==> config.mk <==
export PLATFORM = sky130hd
export DESIGN_NAME = tty_transmitter
export DESIGN_NICKNAME = d
export VERILOG_FILES = /design/src/rtl/tty_transmitter.sv
export SDC_FILE = /design/constraint.sdc
export NUM_CORES = 1
export LEC_CHECK = 0
export CORE_MARGIN = 2
export CORE_UTILIZATION = 40
export DETAILED_ROUTE_END_ITERATION = 10
export GPL_ROUTABILITY_DRIVEN = 0
export GPL_TIMING_DRIVEN = 0
export HOLD_SLACK_MARGIN = 0.05
export PLACE_DENSITY_LB_ADDON = 0.1
export SETUP_SLACK_MARGIN = 0.02
export SKIP_CTS_REPAIR_TIMING = 1
export SLEW_MARGIN = 20
export SYNTH_ARGS = -nofsm -noshare
export SYNTH_HDL_FRONTEND = slang
export SYNTH_SLANG_ARGS = --single-unit
==> constraint.sdc <==
create_clock -name clk -period 2.6 [get_ports clk]
set_input_delay 0.39 -clock clk [delete_from_list [all_inputs] [get_ports clk]]
set_output_delay 0.39 -clock clk [all_outputs]
set_load 0.02 [all_outputs]
==> src/rtl/tty_transmitter.sv <==
// tty_transmitter: PDP-8/I teletype printer transmitter (IOT decode, start/8 data/stop framing, flag/skip/interrupt).
// Define TTY_TX_INTCTL_EN to add the SPI-controlled interrupt enable.
module tty_transmitter #(
    parameter logic [5:0] DEVICE    = 6'o04,
    parameter int         BIT_TICKS = 8,
    parameter int         STOP_BITS = 2
) (
    input  logic       clk,
    input  logic       rst_n,
    input  logic       baud_tick,
    input  logic       iot,
    input  logic [5:0] dev_sel,
    input  logic       iop1,
    input  logic       iop2,
    input  logic       iop4,
    input  logic [7:0] ac,
    input  logic       io_clr,
    output logic       ser_out,
    output logic       active,
    output logic       flag,
    output logic       io_skip,
    output logic       int_req
);
    localparam int TW = (BIT_TICKS > 1) ? $clog2(BIT_TICKS) : 1;
    localparam logic [TW-1:0] T_LAST = TW'(BIT_TICKS - 1);
    localparam logic [2:0] S_LAST = 3'(STOP_BITS - 1);

    typedef enum logic [2:0] {IDLE, PENDING, START, DATA, STOP} state_t;

    state_t        state, state_nx;
    logic [7:0]    shreg, shreg_nx;
    logic [TW-1:0] tcnt, tcnt_nx;
    logic [2:0]    bcnt, bcnt_nx;
    logic          ser_nx, flag_nx;
    logic          p2_q, p4_q;
    logic          sel, p2_e, p4_e, load;

    assign sel    = iot && (dev_sel == DEVICE);
    assign p2_e   = sel & iop2 & ~p2_q;
    assign p4_e   = sel & iop4 & ~p4_q;
    assign active = state != IDLE;

`ifdef TTY_TX_INTCTL_EN
    logic p1_q, p1_e, spi, int_en;
    assign p1_e    = sel & iop1 & ~p1_q;
    assign spi     = p1_e & p4_e;
    assign load    = p4_e & ~spi & ~active;
    assign io_skip = sel & iop1 & ~iop4 & flag;
    assign int_req = flag & int_en;
    always_ff @(posedge clk) begin
        p1_q   <= rst_n ? iop1 : 1'b0;
        int_en <= (!rst_n || io_clr) ? 1'b1 : spi ? ac[0] : int_en;
    end
`else
    assign load    = p4_e & ~active;
    assign io_skip = sel & iop1 & flag;
    assign int_req = flag;
`endif

    always_comb begin
        state_nx = state;
        shreg_nx = shreg;
        tcnt_nx  = tcnt;
        bcnt_nx  = bcnt;
        ser_nx   = ser_out;
        flag_nx  = flag;
        if (p2_e) flag_nx = 1'b0;
        if (load) begin
            state_nx = PENDING;
            shreg_nx = ac;
            tcnt_nx  = '0;
            bcnt_nx  = '0;
        end else if (baud_tick && state != IDLE) begin
            if (state == PENDING) begin
                state_nx = START;
                ser_nx   = 1'b0;
            end else if (tcnt != T_LAST) begin
                tcnt_nx = tcnt + 1'b1;
            end else begin
                // bit boundary: the completion set below must override a same-cycle clear
                tcnt_nx = '0;
                case (state)
                    START: begin
                        state_nx = DATA;
                        ser_nx   = shreg[0];
                        shreg_nx = shreg >> 1;
                    end
                    DATA: begin
                        if (bcnt == 3'd7) begin
                            state_nx = STOP;
                            ser_nx   = 1'b1;
                            bcnt_nx  = '0;
                        end else begin
                            bcnt_nx  = bcnt + 1'b1;
                            ser_nx   = shreg[0];
                            shreg_nx = shreg >> 1;
                        end
                    end
                    STOP: begin
                        if (bcnt == S_LAST) begin
                            state_nx = IDLE;
                            bcnt_nx  = '0;
                            flag_nx  = 1'b1;
                        end else begin
                            bcnt_nx = bcnt + 1'b1;
                        end
                    end
                    default: ;
                endcase
            end
        end
    end

    always_ff @(posedge clk) begin
        if (!rst_n || io_clr) begin
            state   <= IDLE;
            tcnt    <= '0;
            bcnt    <= '0;
            ser_out <= 1'b1;
            flag    <= 1'b0;
        end else begin
            state   <= state_nx;
            tcnt    <= tcnt_nx;
            bcnt    <= bcnt_nx;
            ser_out <= ser_nx;
            flag    <= flag_nx;
        end
    end

    always_ff @(posedge clk) begin
        if (!rst_n) begin
            shreg <= '0;
            p2_q  <= 1'b0;
            p4_q  <= 1'b0;
        end else begin
            shreg <= shreg_nx;
            p2_q  <= iop2;
            p4_q  <= iop4;
        end
    end
endmodule
* After elaboration in Yosys (flattened, before gate mapping)
Cells that the tools add are included.
** Storage, ports and cells
- Flip-flop bits (word level) :: 21
- Bits in latches :: 0
- RAM bits :: 0
- ROM bits :: 0
- Bits of input ports :: 22
- Output and inout port bits :: 5
- Word-level logic and storage cells :: 87
- Memories kept :: 0
** Operators by class
- $add $sub $neg :: 2
- Multiply operators :: 0
- Div/mod/pow operators :: 0
- Order comparisons :: 0
- Eq/ne operators :: 17
- Shift operators :: 0
- Multiplexer cells :: 28
- Bitwise operators :: 13
- Reduce and logical (&&, ||, !) cells :: 18
** Operators with widths (number)
- $mux W8 :: 5
- $mux W3 :: 7
- $pmux W8 S2 :: 1
- $ne A3 B3 Y1 const B :: 5
- $reduce_and A5 Y1 :: 3
- $mux W1 :: 12
- $pmux W3 S3 :: 1
- $reduce_bool A3 Y1 :: 3
- $ne A4 B4 Y1 const B :: 2
- $reduce_and A4 Y1 :: 2
- $and A1 B1 Y1 :: 7
- $add A3 B1 Y3 const B :: 2
- $eq A3 B1 Y1 const B :: 2
- $eq A3 B2 Y1 const B :: 2
- $eq A3 B3 Y1 const B :: 2
- $eq A6 B3 Y1 const B :: 1
- $ne A2 B2 Y1 const B :: 3
- $not A1 Y1 :: 6
- $pmux W3 S2 :: 1
- $reduce_bool A5 Y1 :: 1
- $reduce_bool A2 Y1 :: 2
- $reduce_bool A4 Y1 :: 1
- $logic_and A1 B1 Y1 :: 2
- $pmux W1 S2 :: 1
- 4 further kinds :: 4

* Depth between registers and ports, before layout
- Word-level depth :: 11
- Gate-level depth with buffers :: 6
- Mapped depth without buffers :: 6

* Least setup slack after synthesis
OpenSTA, ideal clock, no wires.
- Path type :: register to register
- From :: register tcnt[0]
- To :: register shreg[0]
- Arrival time :: 1389 ps
- Required time :: 2480 ps
- Slack :: 1091 ps
- Cell stages (with the launch flop) :: 7
- Buffers on the path :: 0
- Clock period less this slack :: 1509 ps
- Path through :: dfxtp_1 -> ha_1 -> ha_1 -> and4b_2 -> nand2_2 -> mux2i_1 -> a21oi_1
** On the way
- Longest elaborated chain between the ends :: 3
** RTL lines
- start: declaration :: RTL line 32 : logic [TW-1:0] tcnt, tcnt_nx;
- start signal: assignment :: RTL line 123 : tcnt <= tcnt_nx;
- $ne A3 B3 Y1 :: RTL line 77 : end else if (tcnt != T_LAST) begin
- $ne A2 B2 Y1 (no line)
- $reduce_and A5 Y1 (no line)
- end signal: assignment :: RTL line 136 : shreg <= shreg_nx;
- end: declaration :: RTL line 31 : logic [7:0] shreg, shreg_nx;
Every way passes these cells.
A chain may end at the register's enable or synchronous reset.

* Worst setup path in the final report
- From :: input dev_sel[5]
- To :: output io_skip
** On the way
- Longest elaborated chain between the ends :: 4
** RTL lines
- start: declaration :: RTL line 12 : input logic [5:0] dev_sel,
- $eq A6 B3 Y1 :: RTL line 38 : assign sel = iot && (dev_sel == DEVICE);
- $logic_and A1 B1 Y1 :: RTL line 38
- $and A1 B1 Y1 (2 in a row) :: RTL line 56 : assign io_skip = sel & iop1 & flag;
- end: declaration :: RTL line 21 : output logic io_skip,
Every way passes these cells.

==> metrics.md <==
| Metric | Value |
|---|---|
| Largest net degree at the start of global routing | 13 |
| Post-synth ARST share | 0% |
| Mean post-synth cell area | 9.76 um2 |
| Mux cell area share after synthesis | 9.11% |
| Period utilization | 94.2% |
| CTS max path bufs | 2 |
| Largest family of logic cells by synthesized area | simple AND/OR/NAND/NOR gates |
| TritonRoute pass-1 iters | 4 |
| Placed cells | 171 |
| Sequential cell area fraction in the yosys report | 37.8% |
| Peak Freq | 0.409 GHz |
| Max cap viols | 0 |
| Vias in the first global route | 849 |
| Fin crit period | 2.45 ns |
| Initial antenna violation count | 0 |
| Core Footprint | 2690 um2 |
| Clock Sinks | 21 |
| DIE AREA | 3220 um2 |
| H-tree lvl count | 1 |
| CTS tree | built |
| Synth unique cells | 40 |
| Warnings from Yosys | 0 |
| Prevailing post-synth register cell | dfxtp_1 |
| Worst slack, placed | 0.138 ns |
| Clock Skew | 0.00116 ns |
| Power Density | 370 nW/um2 |
| Initial core utilization | 41.4% |
| Io pins | 27 |
| Share of post-route cells with drive strength above 1 | 15.3% |
| Clk slew on worst S/H paths | 0.12 ns |
| Setup TNS Final | 0 ns |
| Chip width | 56.7 um |
| HP Class | reg2reg |
| Leak | 0.615 nW |
| Flops & latches, synth | 21 |
| Final hold violation count | 0 |
| Worst-Margin Slew | 0.535 ns |
| Area grow syn2layout | 29.4% |
| Cells after synthesis | 114 |
| # setup viols final | 0 |
| VDD IR max | 0.349 mV |
| Synth Area in Adders | 5.62% |
| Detail Placement HPWL | 1700 um |
| Critical Path Fanout Max | 3 |
| Setup WS post-layout | 0.152 ns |
| Post-Synth Simple-Gate Area | 27.2% |
| First-pass GRT wire length | 3710 um |
| EDFF count, synth | 0 |
| Worst-Skew Late Latency | 0.30 ns |
| Nets | 172 |
| Wire per inst | 12.4 um |
| Gr ovfl total | 0 |
| Worst setup path category | in2out |
| Diodes inserted | 0 |
| Worst path required time | 2.21 ns |
| Total CTS buffers | 3 |
| Die height | 56.7 um |
| Post-Synth XOR/XNOR Area | 0% |
| Drt drc | 0 |
| Post-synthesis compound-gate area fraction | 16.5% |
| Cell Rows | 19 |
| Drt total wl | 2170 um |
| Status | complete, no violations |
| Vias per std cell | 5.21 |
| Critical path endpoint category | output port |
| Cell area after synthesis | 1110 um2 |
| Fin. max-slew vios | 0 |
| Routed Antenna Nets | 0 |
| Mapped Nets | 141 |
| Post-Layout Cell Count | 175 |
| Relative slew slack | 64.0% |
| CTS root buffer | clkbuf_4 |
| Via count | 912 |
| Worst setup SP type | input pin |
| Unrepaired setup endpoints after global routing | false |
| DRT iter0 DRCs | 17 |
| Overall routing resource usage | 14.4% |
| CP arrival | 2.06 ns |
| Buffers on Ports | 26 |
==> cells in the mapped netlist, types with 2 or more instances <==
library cell	instances	share of area, %
a22oi_1	2	1.3
nand2b_1	3	1.7
dfxtp_1	21	38
o21ai_1	3	1.3
o21ai_0	7	3.1
and3b_2	2	1.8
ha_1	5	5.6
nand4b_1	2	1.6
inv_1	2	0.68
and2_1	3	1.7
nand2_1	7	2.4
buf_6	2	2.0
nor2_1	10	3.4
a21oi_1	11	4.9
mux2i_1	9	8.1
==> where the power goes <==
group / switching [mW] / internal, mW / total (mW)
clock network: 0.0995 / 0.0574 / 0.157
logic: 0.0165 / 0.0352 / 0.0517
registers: 0.000504 / 0.324 / 0.324
==> layout make-up <==
class	count	area [um2]
buffer	4	33.8
clock buffer	3	22.5
clock inverter	1	5.00
fill	269	1250
inverter	2	7.51
multi-input combinational	87	651
sequential	21	420
tap	31	38.8
timing repair buffer	26	260
==> metrics by stage <==
stage          util (%)  area (um2)  hold WS [ns]  power (mW)
2_1_floorplan         -        1110         0.452       0.346
3_3_place_gp       52.5        1410         0.466       0.383
3_5_place_dp       52.5        1410         0.472       0.384
4_1_cts            53.6        1440         0.490       0.541
5_1_grt            53.6        1440         0.517       0.556
6_report           53.6        1440         0.484       0.533
==> path summary, 6_finish.rpt <==
kind / startpoint / end / slack, ns / depth (start not counted)
worst max-delay path: dev_sel[5] / io_skip / 0.15 / 4
worst min-delay path: shreg[7] / shreg[7] / 0.48 / 2
worst max register to register: tcnt[0] / shreg[1] / 0.93 / 6
worst min register to register: shreg[7] / shreg[7] / 0.48 / 2
==> metal layers <==
| metal | up-vias | GRT usage [%] | wire [um] |
|---|---|---|---|
| li1 | 478 | - | - |
| met1 | 407 | 17.1 | 972 |
| met2 | 25 | 24.4 | 1030 |
| met3 | 2 | 3.92 | 145 |
| met4 | 0 | 5.98 | 16 |
| met5 | - | 0 | 0 |
==> cells by family after synthesis <==
kind of cell	count (synthesis)
AO/OA/AOI/OAI	29
adder cells (fa/ha/maj)	5
buffers and inverters	6
flip-flops	21
multiplexers	10
AND/OR/NAND/NOR	43
==> critical path, cell delays in order <==
cell and delay (ns):
clkdlybuf4s50_1 0.45, nor4b_4 0.39, and4_1 0.23, clkdlybuf4s50_1 0.59
==> flip-flops by register name (all words and copies together) (netlist names) <==
signal   cells
shreg        8
bcnt         3
state        3
tcnt         3
flag         1
p2_q         1
p4_q         1
ser_out      1
==> cells in the final DEF, fill, tap and decap left out, types with 2 or more instances in the layout <==
master and count:
o21ai_1 3, clkbuf_4 3, mux2i_1 9, and3b_2 2, nand2_1 7, nand4b_1 2
and2_1 3, inv_1 2, dfxtp_1 21, o21ai_0 7, ha_1 5, buf_6 2
nand2b_1 3, a22oi_1 2, nor2_1 10, clkdlybuf4s50_1 26, a21oi_1 11
(Power assumes the default switching activity.)
